## src/rtl/uart_mm.sv

```systemverilog
// Memory-mapped 8N1 UART: TX FIFO + serialiser, RX deserialiser with one-byte buffer.
// Optional receiver loopback from o_txd when UART_LOOPBACK_EN is defined.
module uart_mm #(
  parameter int unsigned TXFIFO_DEPTH = 4,
  parameter int unsigned DIV_RESET    = 433
) (
  input  logic        i_clk,
  input  logic        i_rstb,
  input  logic [3:0]  i_addr,
  input  logic [31:0] i_din,
  input  logic [3:0]  i_wr_en,
  input  logic        i_rd_en,
  output logic [31:0] o_dout,
  output logic        o_irq,
  output logic        o_txd,
  input  logic        i_rxd
);

  localparam int unsigned AW = $clog2(TXFIFO_DEPTH);

  typedef enum logic [1:0] {ST_IDLE, ST_START, ST_DATA, ST_STOP} state_t;

  logic [1:0]  sel;
  logic        wr_any, wr_data, wr_stat, wr_div, wr_ctrl, rd_data;
  logic [15:0] div_q;
  logic        rx_ie, tx_ie, ctrl_loop;
  logic        unused_bits;

  assign sel         = i_addr[3:2];
  assign wr_any      = |i_wr_en;
  assign wr_data     = wr_any && (sel == 2'd0);
  assign wr_stat     = wr_any && (sel == 2'd1);
  assign wr_div      = wr_any && (sel == 2'd2);
  assign wr_ctrl     = wr_any && (sel == 2'd3);
  assign rd_data     = i_rd_en && (sel == 2'd0);
  assign unused_bits = ^{i_addr[1:0], i_din[31:16]};

  always_ff @(posedge i_clk or negedge i_rstb) begin
    if (!i_rstb) begin
      div_q <= 16'(DIV_RESET);
      rx_ie <= 1'b0;
      tx_ie <= 1'b0;
    end else begin
      if (wr_div)  div_q <= (i_din[15:0] < 16'd15) ? 16'd15 : i_din[15:0];
      if (wr_ctrl) begin
        rx_ie <= i_din[0];
        tx_ie <= i_din[1];
      end
    end
  end

`ifdef UART_LOOPBACK_EN
  always_ff @(posedge i_clk or negedge i_rstb) begin
    if (!i_rstb)      ctrl_loop <= 1'b0;
    else if (wr_ctrl) ctrl_loop <= i_din[8];
  end
`else
  assign ctrl_loop = 1'b0;
`endif

  // ---------------- TX FIFO ----------------
  logic [7:0]    fifo_mem [TXFIFO_DEPTH];
  logic [AW-1:0] wptr, rptr;
  logic [AW:0]   count;
  logic          fifo_full, fifo_empty, push, tx_pop;

  assign fifo_full  = (count == (AW+1)'(TXFIFO_DEPTH));
  assign fifo_empty = (count == '0);
  // A pop in the same cycle frees the slot, so a push into a full FIFO is still accepted.
  assign push       = wr_data && (!fifo_full || tx_pop);

  always_ff @(posedge i_clk) begin
    if (push) fifo_mem[wptr] <= i_din[7:0];
  end

  always_ff @(posedge i_clk or negedge i_rstb) begin
    if (!i_rstb) begin
      wptr  <= '0;
      rptr  <= '0;
      count <= '0;
    end else begin
      if (push)   wptr <= wptr + 1'b1;
      if (tx_pop) rptr <= rptr + 1'b1;
      case ({push, tx_pop})
        2'b10:   count <= count + 1'b1;
        2'b01:   count <= count - 1'b1;
        default: count <= count;
      endcase
    end
  end

  // ---------------- Transmitter ----------------
  state_t      tx_state, tx_next;
  logic [15:0] tx_cnt;
  logic [2:0]  tx_bit;
  logic [7:0]  tx_shift;
  logic        tx_tick, tx_empty;

  assign tx_tick  = (tx_state != ST_IDLE) && (tx_cnt == '0);
  assign tx_pop   = !fifo_empty && ((tx_state == ST_IDLE) || ((tx_state == ST_STOP) && tx_tick));
  assign tx_empty = fifo_empty && (tx_state == ST_IDLE);

  always_ff @(posedge i_clk or negedge i_rstb) begin
    if (!i_rstb) tx_state <= ST_IDLE;
    else         tx_state <= tx_next;
  end

  always_comb begin
    tx_next = tx_state;
    case (tx_state)
      ST_IDLE:  if (!fifo_empty) tx_next = ST_START;
      ST_START: if (tx_tick) tx_next = ST_DATA;
      ST_DATA:  if (tx_tick && (tx_bit == 3'd7)) tx_next = ST_STOP;
      ST_STOP:  if (tx_tick) tx_next = fifo_empty ? ST_IDLE : ST_START;
      default:  tx_next = ST_IDLE;
    endcase
  end

  always_comb begin
    o_txd = 1'b1;
    case (tx_state)
      ST_START: o_txd = 1'b0;
      ST_DATA:  o_txd = tx_shift[0];
      default:  o_txd = 1'b1;
    endcase
  end

  // Bit timer reloads from DIV at every bit boundary, so a DIV write lands on the next bit.
  always_ff @(posedge i_clk or negedge i_rstb) begin
    if (!i_rstb) begin
      tx_cnt   <= '0;
      tx_bit   <= '0;
      tx_shift <= '1;
    end else begin
      if ((tx_state == ST_IDLE) || tx_tick) tx_cnt <= div_q;
      else                                  tx_cnt <= tx_cnt - 16'd1;
      if (tx_pop)                                tx_shift <= fifo_mem[rptr];
      else if ((tx_state == ST_DATA) && tx_tick) tx_shift <= {1'b0, tx_shift[7:1]};
      if (tx_state == ST_START)                  tx_bit <= '0;
      else if ((tx_state == ST_DATA) && tx_tick) tx_bit <= tx_bit + 3'd1;
    end
  end

  // ---------------- Receiver ----------------
  state_t      rx_state, rx_next;
  logic        rx_s1, rx_s2, rx_in, rx_prev, rx_fall, rx_tick, rx_done;
  logic [15:0] rx_cnt, half_m1;
  logic [2:0]  rx_bit;
  logic [7:0]  rx_shift, rx_byte;
  logic        rxv, ovr, fe;

  always_ff @(posedge i_clk or negedge i_rstb) begin
    if (!i_rstb) begin
      rx_s1   <= 1'b1;
      rx_s2   <= 1'b1;
      rx_prev <= 1'b1;
    end else begin
      rx_s1   <= i_rxd;
      rx_s2   <= rx_s1;
      rx_prev <= rx_in;
    end
  end

  assign rx_in   = ctrl_loop ? o_txd : rx_s2;
  assign rx_fall = rx_prev && !rx_in;
  assign rx_tick = (rx_state != ST_IDLE) && (rx_cnt == '0);
  // (DIV+1)/2 - 1: first sample lands (DIV+1)/2 clocks after the detected edge.
  assign half_m1 = div_q[0] ? {1'b0, div_q[15:1]} : ({1'b0, div_q[15:1]} - 16'd1);

  always_ff @(posedge i_clk or negedge i_rstb) begin
    if (!i_rstb) rx_state <= ST_IDLE;
    else         rx_state <= rx_next;
  end

  always_comb begin
    rx_next = rx_state;
    case (rx_state)
      ST_IDLE:  if (rx_fall) rx_next = ST_START;
      ST_START: if (rx_tick) rx_next = rx_in ? ST_IDLE : ST_DATA;
      ST_DATA:  if (rx_tick && (rx_bit == 3'd7)) rx_next = ST_STOP;
      ST_STOP:  if (rx_tick) rx_next = ST_IDLE;
      default:  rx_next = ST_IDLE;
    endcase
  end

  always_comb begin
    rx_done = (rx_state == ST_STOP) && rx_tick;
  end

  always_ff @(posedge i_clk or negedge i_rstb) begin
    if (!i_rstb) begin
      rx_cnt   <= '0;
      rx_bit   <= '0;
      rx_shift <= '0;
    end else begin
      if (rx_state == ST_IDLE) rx_cnt <= half_m1;
      else if (rx_tick)        rx_cnt <= div_q;
      else                     rx_cnt <= rx_cnt - 16'd1;
      if (rx_state == ST_START) rx_bit <= '0;
      else if ((rx_state == ST_DATA) && rx_tick) begin
        rx_bit   <= rx_bit + 3'd1;
        rx_shift <= {rx_in, rx_shift[7:1]};
      end
    end
  end

  // A DATA read coinciding with delivery frees the buffer, so the new byte is taken without OVR.
  always_ff @(posedge i_clk or negedge i_rstb) begin
    if (!i_rstb) begin
      rx_byte <= '0;
      rxv     <= 1'b0;
      ovr     <= 1'b0;
      fe      <= 1'b0;
    end else begin
      if (rx_done && (!rxv || rd_data)) rx_byte <= rx_shift;
      if (rx_done)      rxv <= 1'b1;
      else if (rd_data) rxv <= 1'b0;
      if (rx_done && rxv && !rd_data) ovr <= 1'b1;
      else if (wr_stat && i_din[3])   ovr <= 1'b0;
      if (rx_done && !rx_in)          fe <= 1'b1;
      else if (wr_stat && i_din[4])   fe <= 1'b0;
    end
  end

  // ---------------- Read data / interrupt ----------------
  logic [31:0] rd_mux;

  always_comb begin
    rd_mux = '0;
    case (sel)
      2'd0: rd_mux = {24'b0, rx_byte};
      2'd1: rd_mux = {27'b0, fe, ovr, rxv, tx_empty, fifo_full};
      2'd2: rd_mux = {16'b0, div_q};
      2'd3: rd_mux = {23'b0, ctrl_loop, 6'b0, tx_ie, rx_ie};
      default: rd_mux = '0;
    endcase
  end

  always_ff @(posedge i_clk or negedge i_rstb) begin
    if (!i_rstb) begin
      o_dout <= '0;
      o_irq  <= 1'b0;
    end else begin
      if (i_rd_en) o_dout <= rd_mux;
      o_irq <= (rx_ie && rxv) || (tx_ie && tx_empty);
    end
  end

endmodule

```

## config.mk

```make
export PLATFORM = sky130hd
export DESIGN_NAME = uart_mm
export DESIGN_NICKNAME = d
export VERILOG_FILES = /design/src/rtl/uart_mm.sv
export SDC_FILE = /design/constraint.sdc
export NUM_CORES = 1
export LEC_CHECK = 0
export CAP_MARGIN = 10
export CORE_ASPECT_RATIO = 0.6
export CORE_MARGIN = 3
export CORE_UTILIZATION = 57
export CTS_BUF_LIST = sky130_fd_sc_hd__clkbuf_16
export CTS_CLUSTER_DIAMETER = 120
export DETAILED_ROUTE_END_ITERATION = 8
export HOLD_SLACK_MARGIN = 0.15
export PLACE_DENSITY = 0.81
export SYNTH_ARGS = -nofsm -noshare
export SYNTH_HDL_FRONTEND = slang
export SYNTH_SLANG_ARGS = --single-unit
```

## constraint.sdc

```tcl
create_clock -name i_clk -period 3.7 [get_ports i_clk]
set_input_delay 0.37 -clock i_clk [delete_from_list [all_inputs] [get_ports i_clk]]
set_output_delay 0.37 -clock i_clk [all_outputs]
set_load 0.05 [all_outputs]
```

==> summary.txt, run 1 <==
Synthesis
  – Primary FF master, synth: dfrtp_1
  – EDFF count, synth: 32
  – Fraction of registers with async set/reset: 0.781
  – Yosys cell types: 74
  – Post-Syn Instances: 618
  – Syn Area/Cell: 11.7 µm²
  – Synth warnings: 0
  – FF+latch count, synth: 146
  – Mapped Area: 7230 µm²
  – Sequential share of the synthesized area: 0.530

Critical path
  – Crit path DAT: 3510 ps
  – Delay-heaviest family, CP: simple AND/OR/NAND/NOR gates
  – RR Startpoint: tx_cnt[3]
  – Worst-path cell chain: or4_1, nor2_2, a41oi_1, a2111oi_4, inv_1, ha_1, inv_1, fa_1, xor2_1, nor2_1, xor2_1
  – Reg2reg end: count[2]
  – Critical path peak fanout: 7
  – CP peak stage delay: 670 ps
  – Worst setup EP type: register
  – Startpoint Class: register
  – Flop-to-flop setup slack: 490 ps
  – Worst path required time: 4000 ps
  – Reg2Reg Depth: 11
  – Crit-path slowest cell: or4_1
  – Critical Setup Path Class: register to register
  – Worst Path Buf+Inv: 2

CTS
  – CTS Root Cell: clkbuf_16
  – CTS resizes: 0
  – Clock Latency Late Sink: 420 ps
  – Number of clock sinks: 146
  – TritonCTS clock tree: done
  – H-tree depth: 4
  – Clk buf depth: 2
  – CTS Buf Count: 17
  – Worst-path clk slew: 60 ps

Placement
  – Buffers on Ports: 43
  – GP Congestion: 0.920
  – DP HPWL: 11.0 mm
  – DP Worst Slack: 526 ps
  – Placed Cells: 801

Finish
  – Reg area: 3830 µm²
  – Most frequent cells in the layout: dfrtp_1, mux2_2, clkdlybuf4s50_1, o21ai_0, nand2_1
  – Post-Layout Cell Count: 834
  – Final #Nets: 719
  – Final cell utilization of the core: 0.686
  – # diodes: 0
  – Layout cell share with drive strength beyond 1: 0.200
  – Fill count: 853
  – Area Growth Syn to Fin: 15.9%
  – Area of the multi-input gates: 3090 µm²
  – Most common cell after layout, fill and taps aside: dfrtp_1

Drt
  – Drt first pass iters: 5
  – Initial DRC Count: 479
  – DR WL/cell: 19.5 µm
  – Post-Route WL: 16.3 mm
  – DR vias/cell: 6.05
  – Total number of vias: 5,042
  – Drc violations: 0
  – ANT nets after route: 0

Timing
  – Final Max Tran Viols: 0
  – Hold Violations, Final: 0
  – Total negative slack: 0 ps
  – Worst hold margin: 360 ps
  – Max Clk Rate: 312 MHz
  – Minimum clock period: 3210 ps
  – Worst slew pin tran: 1220 ps
  – Slew HR: 0.174
  – RSZ-0062 raised after global routing: no
  – Setup Viol. Count Final: 0
  – Part of the cycle the worst path needs: 0.867
  – Clk_skew: 9.68 ps
  – Final WS setup: 492 ps

Power and ir drop
  – PwrDens: 716 nW/µm²
  – VDD IR max: 0.000445 V
  – Leakage: 3.40 nW

Global routing
  – First-pass GRT wire length: 26.6 mm
  – Vias in the first global route: 5,054
  – Largest net degree at the start of global routing: 60
  – Congestion Overflow GR: 0
  – Initial antenna violation count: 0
  – Total track usage: 0.246

Floorplan
  – Die W: 151 µm
  – Core area: 12,200 µm²
  – Die area: 14,100 µm²
  – Initial Utilization: 0.592
  – I/O pin count: 78
  – Die Y: 93.3 µm
  – Core Rows: 31

Worst hold path
  – Min-delay src: i_rxd
  – Min-Delay Path Class: input pin to register
  – Hold endpoint: rx_s1
  – Hold path cells: 1

Status
  – Outcome: finished clean

Flow run
  – Maxcap violations: 0
[cells in the mapped netlist (18+ instances only)]
cell / instances / area [µm²]
dfrtp_1: 98 / 2450
mux2_2: 49 / 552
o21ai_0: 41 / 205
nand2_1: 38 / 143
nor2_1: 34 / 128
edfxtp_1: 32 / 961
inv_1: 26 / 97.6
clkbuf_1: 25 / 93.8
xnor2_1: 20 / 175
xor2_1: 19 / 166
buf_4: 18 / 135
ha_1: 18 / 225
[layout make-up]
type	instances	share of cell area
Clock inverter	13	0.0201
Sequential cell	146	0.457
Multi-Input combinational cell	413	0.369
Tap cell	165	0.0246
Clock buffer	19	0.0567
Inverter	26	0.0116
Timing Repair Buffer	52	0.0609
[timing repair]
| item | CTS | global route |
|---|---|---|
| hold buffers | 1 | 0 |
| setup endpoints to repair | 0 | 0 |
| setup buffers | 0 | 0 |
| hold endpoints to repair | 52 | 0 |
[sequential cells by signal (all words and copies together), names as in the netlist, 3 cells and up, named ones only]
register	count
count	3
div_q	16
fifo_mem	32
o_dout	16
rx_bit	3
rx_byte	8
rx_cnt	16
rx_shift	8
tx_bit	3
tx_cnt	16
tx_shift	8
[cell families after synthesis]
family	synth area share
and+or+nand+nor	0.126
DFF	0.530
other	0.000518
AOI/OAI and AO/OA	0.0929
xor gates and xnor gates	0.0472
buffers and inverters	0.0500
adders and majority gates	0.0339
muxes	0.120
[worst max-delay path by stage]
stage                   start  endpoint  slack, ps  depth (start not counted)
floorplan           tx_cnt[3]  count[2]        720                         11
global placement    tx_cnt[3]  count[2]        610                         11
detailed placement  tx_cnt[3]  count[2]        530                         11
CTS                 tx_cnt[3]  count[2]        520                         11
global route        tx_cnt[3]  count[1]        300                          9
finish              tx_cnt[3]  count[2]        490                         11
[power breakdown]
part           internal [mW]  switching (mW)  total, mW
registers               2.06           0.414       2.47
clock network           1.15           0.695       1.84
logic                  0.787           0.904       1.69
[layer usage]
metal / share of wire / global-route usage / vias to the layer above
met3: 0.067 / 0.0528 / 25
li1: - / - / 2264
met2: 0.46 / 0.366 / 205
met5: 0 / 0 / -
met4: 0.013 / 0.0777 / 0
met1: 0.46 / 0.364 / 2548
[metrics by stage]
step	cell area (µm²)	power, mW
floorplan	7290	3.67
global placement	7730	4.04
detailed placement	7730	4.15
CTS	8390	6.01
global route	8390	6.32
finish	8390	6.01
(Power assumes the default switching activity.)
==> inputs of run 2 (changes only) <==
--- a/config.mk
+++ b/config.mk
@@ -13,6 +13,7 @@
 export CTS_CLUSTER_DIAMETER = 120
 export DETAILED_ROUTE_END_ITERATION = 8
 export HOLD_SLACK_MARGIN = 0.15
+export MAX_ROUTING_LAYER = met4
 export PLACE_DENSITY = 0.81
 export SYNTH_ARGS = -nofsm -noshare
 export SYNTH_HDL_FRONTEND = slang
==> run 2 against run 1 <==
  * Via count fell by 0.69%
  * Final cell count unchanged
  * Cell area decreased by 1.1%
  * Clock power decreased by 13%
  * Global-route usage increased by 0.71 points
  * Largest power group unchanged
  * Utilization shrank 0.79 points
  * Critical endpoint unchanged
  * Die area did not move
  * Non-clock buffer count unchanged
==> summary.txt, run 2 (same netlist as run 1, synthesis figures left out) <==
CTS
  – CTS Buf Count: 17
  – Clock Latency Late Sink: 420 ps
  – Setup bufs post-CTS: 0
  – TritonCTS clock tree: done
  – H-tree depth: 4
  – Clk buf depth: 2
  – Worst-path clk slew: 60 ps
  – CTS resizes: 0
  – CTS Root Cell: clkbuf_16
  – CTS Hold Buffers Added: 1
  – Number of clock sinks: 146

Finish
  – # diodes: 0
  – Max reg flops: 32
  – Layout cell share with drive strength beyond 1: 0.200
  – Final #Nets: 719
  – Biggest register: fifo_mem
  – Most frequent cells in the layout: dfrtp_1, mux2_2, clkdlybuf4s50_1, o21ai_0, nand2_1
  – Area Growth Syn to Fin: 14.6%
  – Most common cell after layout, fill and taps aside: dfrtp_1
  – Post-Layout Cell Count: 834

Critical path
  – Crit path DAT: 3530 ps
  – Reg2reg end: count[2]
  – Crit-path slowest cell: or4_1
  – Startpoint Class: register
  – Flop-to-flop setup slack: 470 ps
  – Reg2Reg Depth: 11
  – Delay-heaviest family, CP: simple AND/OR/NAND/NOR gates
  – Worst setup EP type: register
  – Critical Setup Path Class: register to register
  – RR Startpoint: tx_cnt[3]
  – Worst-path cell chain: or4_1, nor2_2, a41oi_1, a2111oi_4, inv_1, ha_1, inv_1, fa_1, xor2_1, nor2_1, xor2_1
  – Critical path peak fanout: 7
  – CP peak stage delay: 690 ps
  – Worst path required time: 4010 ps
  – Worst Path Buf+Inv: 2

Global routing
  – Initial antenna violation count: 0
  – Vias in the first global route: 5,078
  – First-pass GRT wire length: 26.7 mm
  – Largest net degree at the start of global routing: 74
  – Total track usage: 0.253
  – Congestion Overflow GR: 0

Drt
  – Drt first pass iters: 5
  – Initial DRC Count: 502
  – Drc violations: 0
  – Post-Route WL: 16.3 mm
  – ANT nets after route: 0
  – Total number of vias: 5,007
  – DR vias/cell: 6.00
  – DR WL/cell: 19.5 µm

Floorplan
  – Initial Utilization: 0.592
  – Die area: 14,100 µm²
  – Core area: 12,200 µm²
  – Die W: 151 µm
  – I/O pin count: 78
  – Die Y: 93.3 µm
  – Core Rows: 31

Power and ir drop
  – VDD IR max: 0.000417 V
  – PwrDens: 699 nW/µm²
  – Total Power: 5.79 mW
  – Leakage: 3.36 nW

Timing
  – Total negative slack: 0 ps
  – Final WS setup: 473 ps
  – Slew HR: 0.279
  – Setup Viol. Count Final: 0
  – Part of the cycle the worst path needs: 0.872
  – Clk_skew: 5.70 ps
  – Worst hold margin: 346 ps
  – Minimum clock period: 3230 ps
  – Worst slew pin tran: 1070 ps
  – Hold Violations, Final: 0
  – Final Max Tran Viols: 0
  – RSZ-0062 raised after global routing: no
  – Max Clk Rate: 310 MHz

Placement
  – DP HPWL: 11.2 mm
  – Placed Cells: 801
  – GP Congestion: 0.920
  – DP Worst Slack: 560 ps
  – Buffers on Ports: 43

Status
  – Outcome: finished clean

Worst hold path
  – Min-delay src: i_rxd
  – Hold endpoint: rx_s1
  – Min-Delay Path Class: input pin to register
  – Hold path cells: 1

Flow run
  – Maxcap violations: 0
[run 2: area by class of cell]
class,instances,area [µm²]
Sequential cell,146,3830
Fill cell,860,3930
Inverter,26,97.6
Clock inverter,15,123
Tap cell,165,206
Multi-Input combinational cell,413,3090
Clock buffer,17,425
Timing Repair Buffer,52,510
[run 2: worst max path at each step]
stage / depth (start not counted) / endpoint / slack (ps) / from
after detailed placement: 11 / count[2] / 560 / tx_cnt[3]
after floorplan: 11 / count[2] / 720 / tx_cnt[3]
after global placement: 9 / count[1] / 630 / tx_cnt[3]
final: 11 / count[2] / 470 / tx_cnt[3]
after CTS: 11 / count[2] / 490 / tx_cnt[3]
after global routing: 11 / count[2] / 340 / tx_cnt[3]
[run 2: metal layers]
metal / part of all wire / global-route usage / up-vias
met2: 0.47 / 0.373 / 234
met1: 0.44 / 0.367 / 2489
met4: 0.010 / 0.0581 / 0
met5: 0 / - / -
met3: 0.081 / 0.0533 / 23
li1: - / - / 2261
[run 2: worst reg2reg max path, cell delays in order (launching register included)]
cell and delay [ps]:
dfrtp_1 420, or4_1 700, nor2_2 230, a41oi_1 340, a2111oi_4 440, inv_1 120
ha_1 250, inv_1 70, fa_1 190, xor2_1 150, nor2_1 70, xor2_1 140
[run 2: power breakdown]
group,switching (mW),internal [mW]
Clock,0.728,0.875
Sequential,0.406,2.06
Combinational,0.934,0.794
[run 2: metrics by stage]
stage          cell area, µm²  utilization
2_1_floorplan            7290            -
3_3_place_gp             7730        0.633
3_5_place_dp             7730        0.633
4_1_cts                  8290        0.679
5_1_grt                  8290        0.679
6_report                 8290        0.679
==> inputs of run 3 (changes only) <==
--- a/config.mk
+++ b/config.mk
@@ -6,7 +6,7 @@
 export NUM_CORES = 1
 export LEC_CHECK = 0
 export CAP_MARGIN = 10
-export CORE_ASPECT_RATIO = 0.6
+export CORE_ASPECT_RATIO = 2
 export CORE_MARGIN = 3
 export CORE_UTILIZATION = 57
 export CTS_BUF_LIST = sky130_fd_sc_hd__clkbuf_16
==> run 3 against run 2 <==
  * Total power rose by 1.4%
  * Final cell count shrank 2.0%
  * Combinational power is 3% lower
  * Critical path depth fell by 2
  * Cell area increased by 0.39%
  * Maximum frequency fell by 4.8%
  * Die area increased by 0.27%
  * Worst hold slack worse by 4.7 ps
  * Non-clock buffer count rose by 1
  * Sequential cell count unchanged
  * Utilization about the same
  * Setup slack worse by 160 ps
  * Critical endpoint is now count[1]
  * Largest cell class unchanged
==> summary.txt, run 3 (same netlist as run 1, synthesis figures left out) <==
Status
  – Outcome: finished clean

Power and ir drop
  – Total Power: 5.87 mW
  – Comb power frac: 0.285
  – Net Switching: 2.11 mW
  – Clk pwr share: 0.295
  – Sw Ratio: 0.360
  – Leakage: 3.38 nW
  – Internal Power: 3.76 mW
  – PwrDens: 706 nW/µm²
  – VDD IR max: 0.000608 V
  – Reg power frac: 0.420

Placement
  – Buffers on Ports: 43
  – DP HPWL: 11.2 mm
  – Placed Cells: 784
  – GP Congestion: 0.919
  – Cell Area, Placed: 7700 µm²

Timing
  – Minimum clock period: 3390 ps
  – Final Max Tran Viols: 0
  – Setup Viol. Count Final: 0
  – Worst hold margin: 342 ps
  – Worst slew pin tran: 991 ps
  – Part of the cycle the worst path needs: 0.917
  – Slew HR: 0.337
  – Max Clk Rate: 295 MHz
  – Hold Violations, Final: 0
  – RSZ-0062 raised after global routing: no
  – Total negative slack: 0 ps
  – Clk_skew: 10.3 ps

CTS
  – Setup bufs post-CTS: 0
  – CTS Root Cell: clkbuf_16
  – H-tree depth: 4
  – CTS Buf Count: 17
  – Number of clock sinks: 146
  – Worst-path clk slew: 70 ps
  – Clk buf depth: 2
  – Clock Latency Late Sink: 430 ps
  – TritonCTS clock tree: done

Finish
  – Final #Nets: 720
  – Max reg flops: 32
  – Layout cell share with drive strength beyond 1: 0.201
  – Area Growth Syn to Fin: 15.1%
  – Post-Layout Cell Count: 817
  – Biggest register: fifo_mem
  – Fin area: 8320 µm²
  – Most common cell after layout, fill and taps aside: dfrtp_1
  – # diodes: 0
  – Most frequent cells in the layout: dfrtp_1, mux2_2, clkdlybuf4s50_1, o21ai_0, nand2_1

Floorplan
  – Die Y: 165 µm
  – Die area: 14,200 µm²
  – Core area: 12,300 µm²
  – Die W: 85.7 µm
  – Initial Utilization: 0.590
  – I/O pin count: 78
  – Core Rows: 57

Drt
  – Drc violations: 0
  – Drt first pass iters: 5
  – Met3 WL: 682 µm
  – Total number of vias: 5,001
  – Post-Route WL: 16.0 mm
  – DRT met1 WL: 5.69 mm
  – ANT nets after route: 0
  – DR WL/cell: 19.6 µm
  – Top Layer Used: met4
  – DR vias/cell: 6.12
  – Met2 wire len: 8.88 mm
  – Initial DRC Count: 313

Global routing
  – Largest net degree at the start of global routing: 76
  – Congestion Overflow GR: 0
  – Vias in the first global route: 5,352
  – Initial antenna violation count: 0
  – First-pass GRT wire length: 26.2 mm
  – Total track usage: 0.249

Worst hold path
  – Min-Delay Path Class: input pin to register

Critical path
  – Startpoint Class: register
  – Worst setup EP type: register
  – Critical path peak fanout: 7
  – Crit path DAT: 3710 ps
  – Worst path required time: 4020 ps
  – Critical Setup Path Class: register to register

Flow run
  – Maxcap violations: 0
==> run 3: cell type report <==
| cell class | count | area (µm²) |
|---|---|---|
| fill | 888 | 3940 |
| clock buffer | 17 | 425 |
| inverter | 26 | 97.6 |
| multi-input combinational | 413 | 3090 |
| tap | 147 | 184 |
| clock inverter | 15 | 183 |
| timing repair buffer | 53 | 505 |
| sequential | 146 | 3830 |
==> run 3: power by group through the flow <==
stage | logic, mW | registers (mW) | clock network, mW
final | 1.67 | 2.47 | 1.73
after detailed placement | 1.64 | 2.48 | 0
after CTS | 1.68 | 2.46 | 1.76
after global routing | 1.84 | 2.51 | 1.83
after global placement | 1.56 | 2.44 | 0
after floorplan | 1.30 | 2.37 | 0
==> run 3: worst paths after layout <==
kind	end	start	slack [ps]	cells past startpoint
worst max-delay path	count[1]	tx_cnt[3]	310	9
worst min-delay path	rx_s1	i_rxd	340	1
worst max register to register	count[1]	tx_cnt[3]	310	9
worst min register to register	rx_in	rx_s1	360	0
max in group asynchronous	div_q[0]	i_rstb	2150	3
min in group asynchronous	o_dout[1]	i_rstb	640	2
==> run 3: worst max-delay path, stage by stage, from the launching register on <==
cell and delay, ps:
dfrtp_1 430, or4_1 680, nor2_2 230, a41oi_1 300
a2111oi_4 550, inv_1 110, ha_1 250, inv_1 90
fa_1 410, o21ai_0 250
==> run 3: per-layer routing <==
metal,track usage,vias up
li1,-,2260
met1,0.250,2512
met2,0.441,166
met3,0.0581,63
met4,0.133,0
met5,-,-
==> run 3: repair_timing <==
| item | 4_1_cts | 5_1_grt |
|---|---|---|
| hold buffers | 1 | 0 |
| gates resized for setup | 0 | 0 |
| hold endpoints to repair | 60 | 0 |
==> run 3: per-stage QoR <==
step | util | setup slack (ps)
after floorplan | - | 724
after global placement | 0.628 | 533
after detailed placement | 0.628 | 415
after CTS | 0.678 | 319
after global routing | 0.678 | 101
final | 0.678 | 308
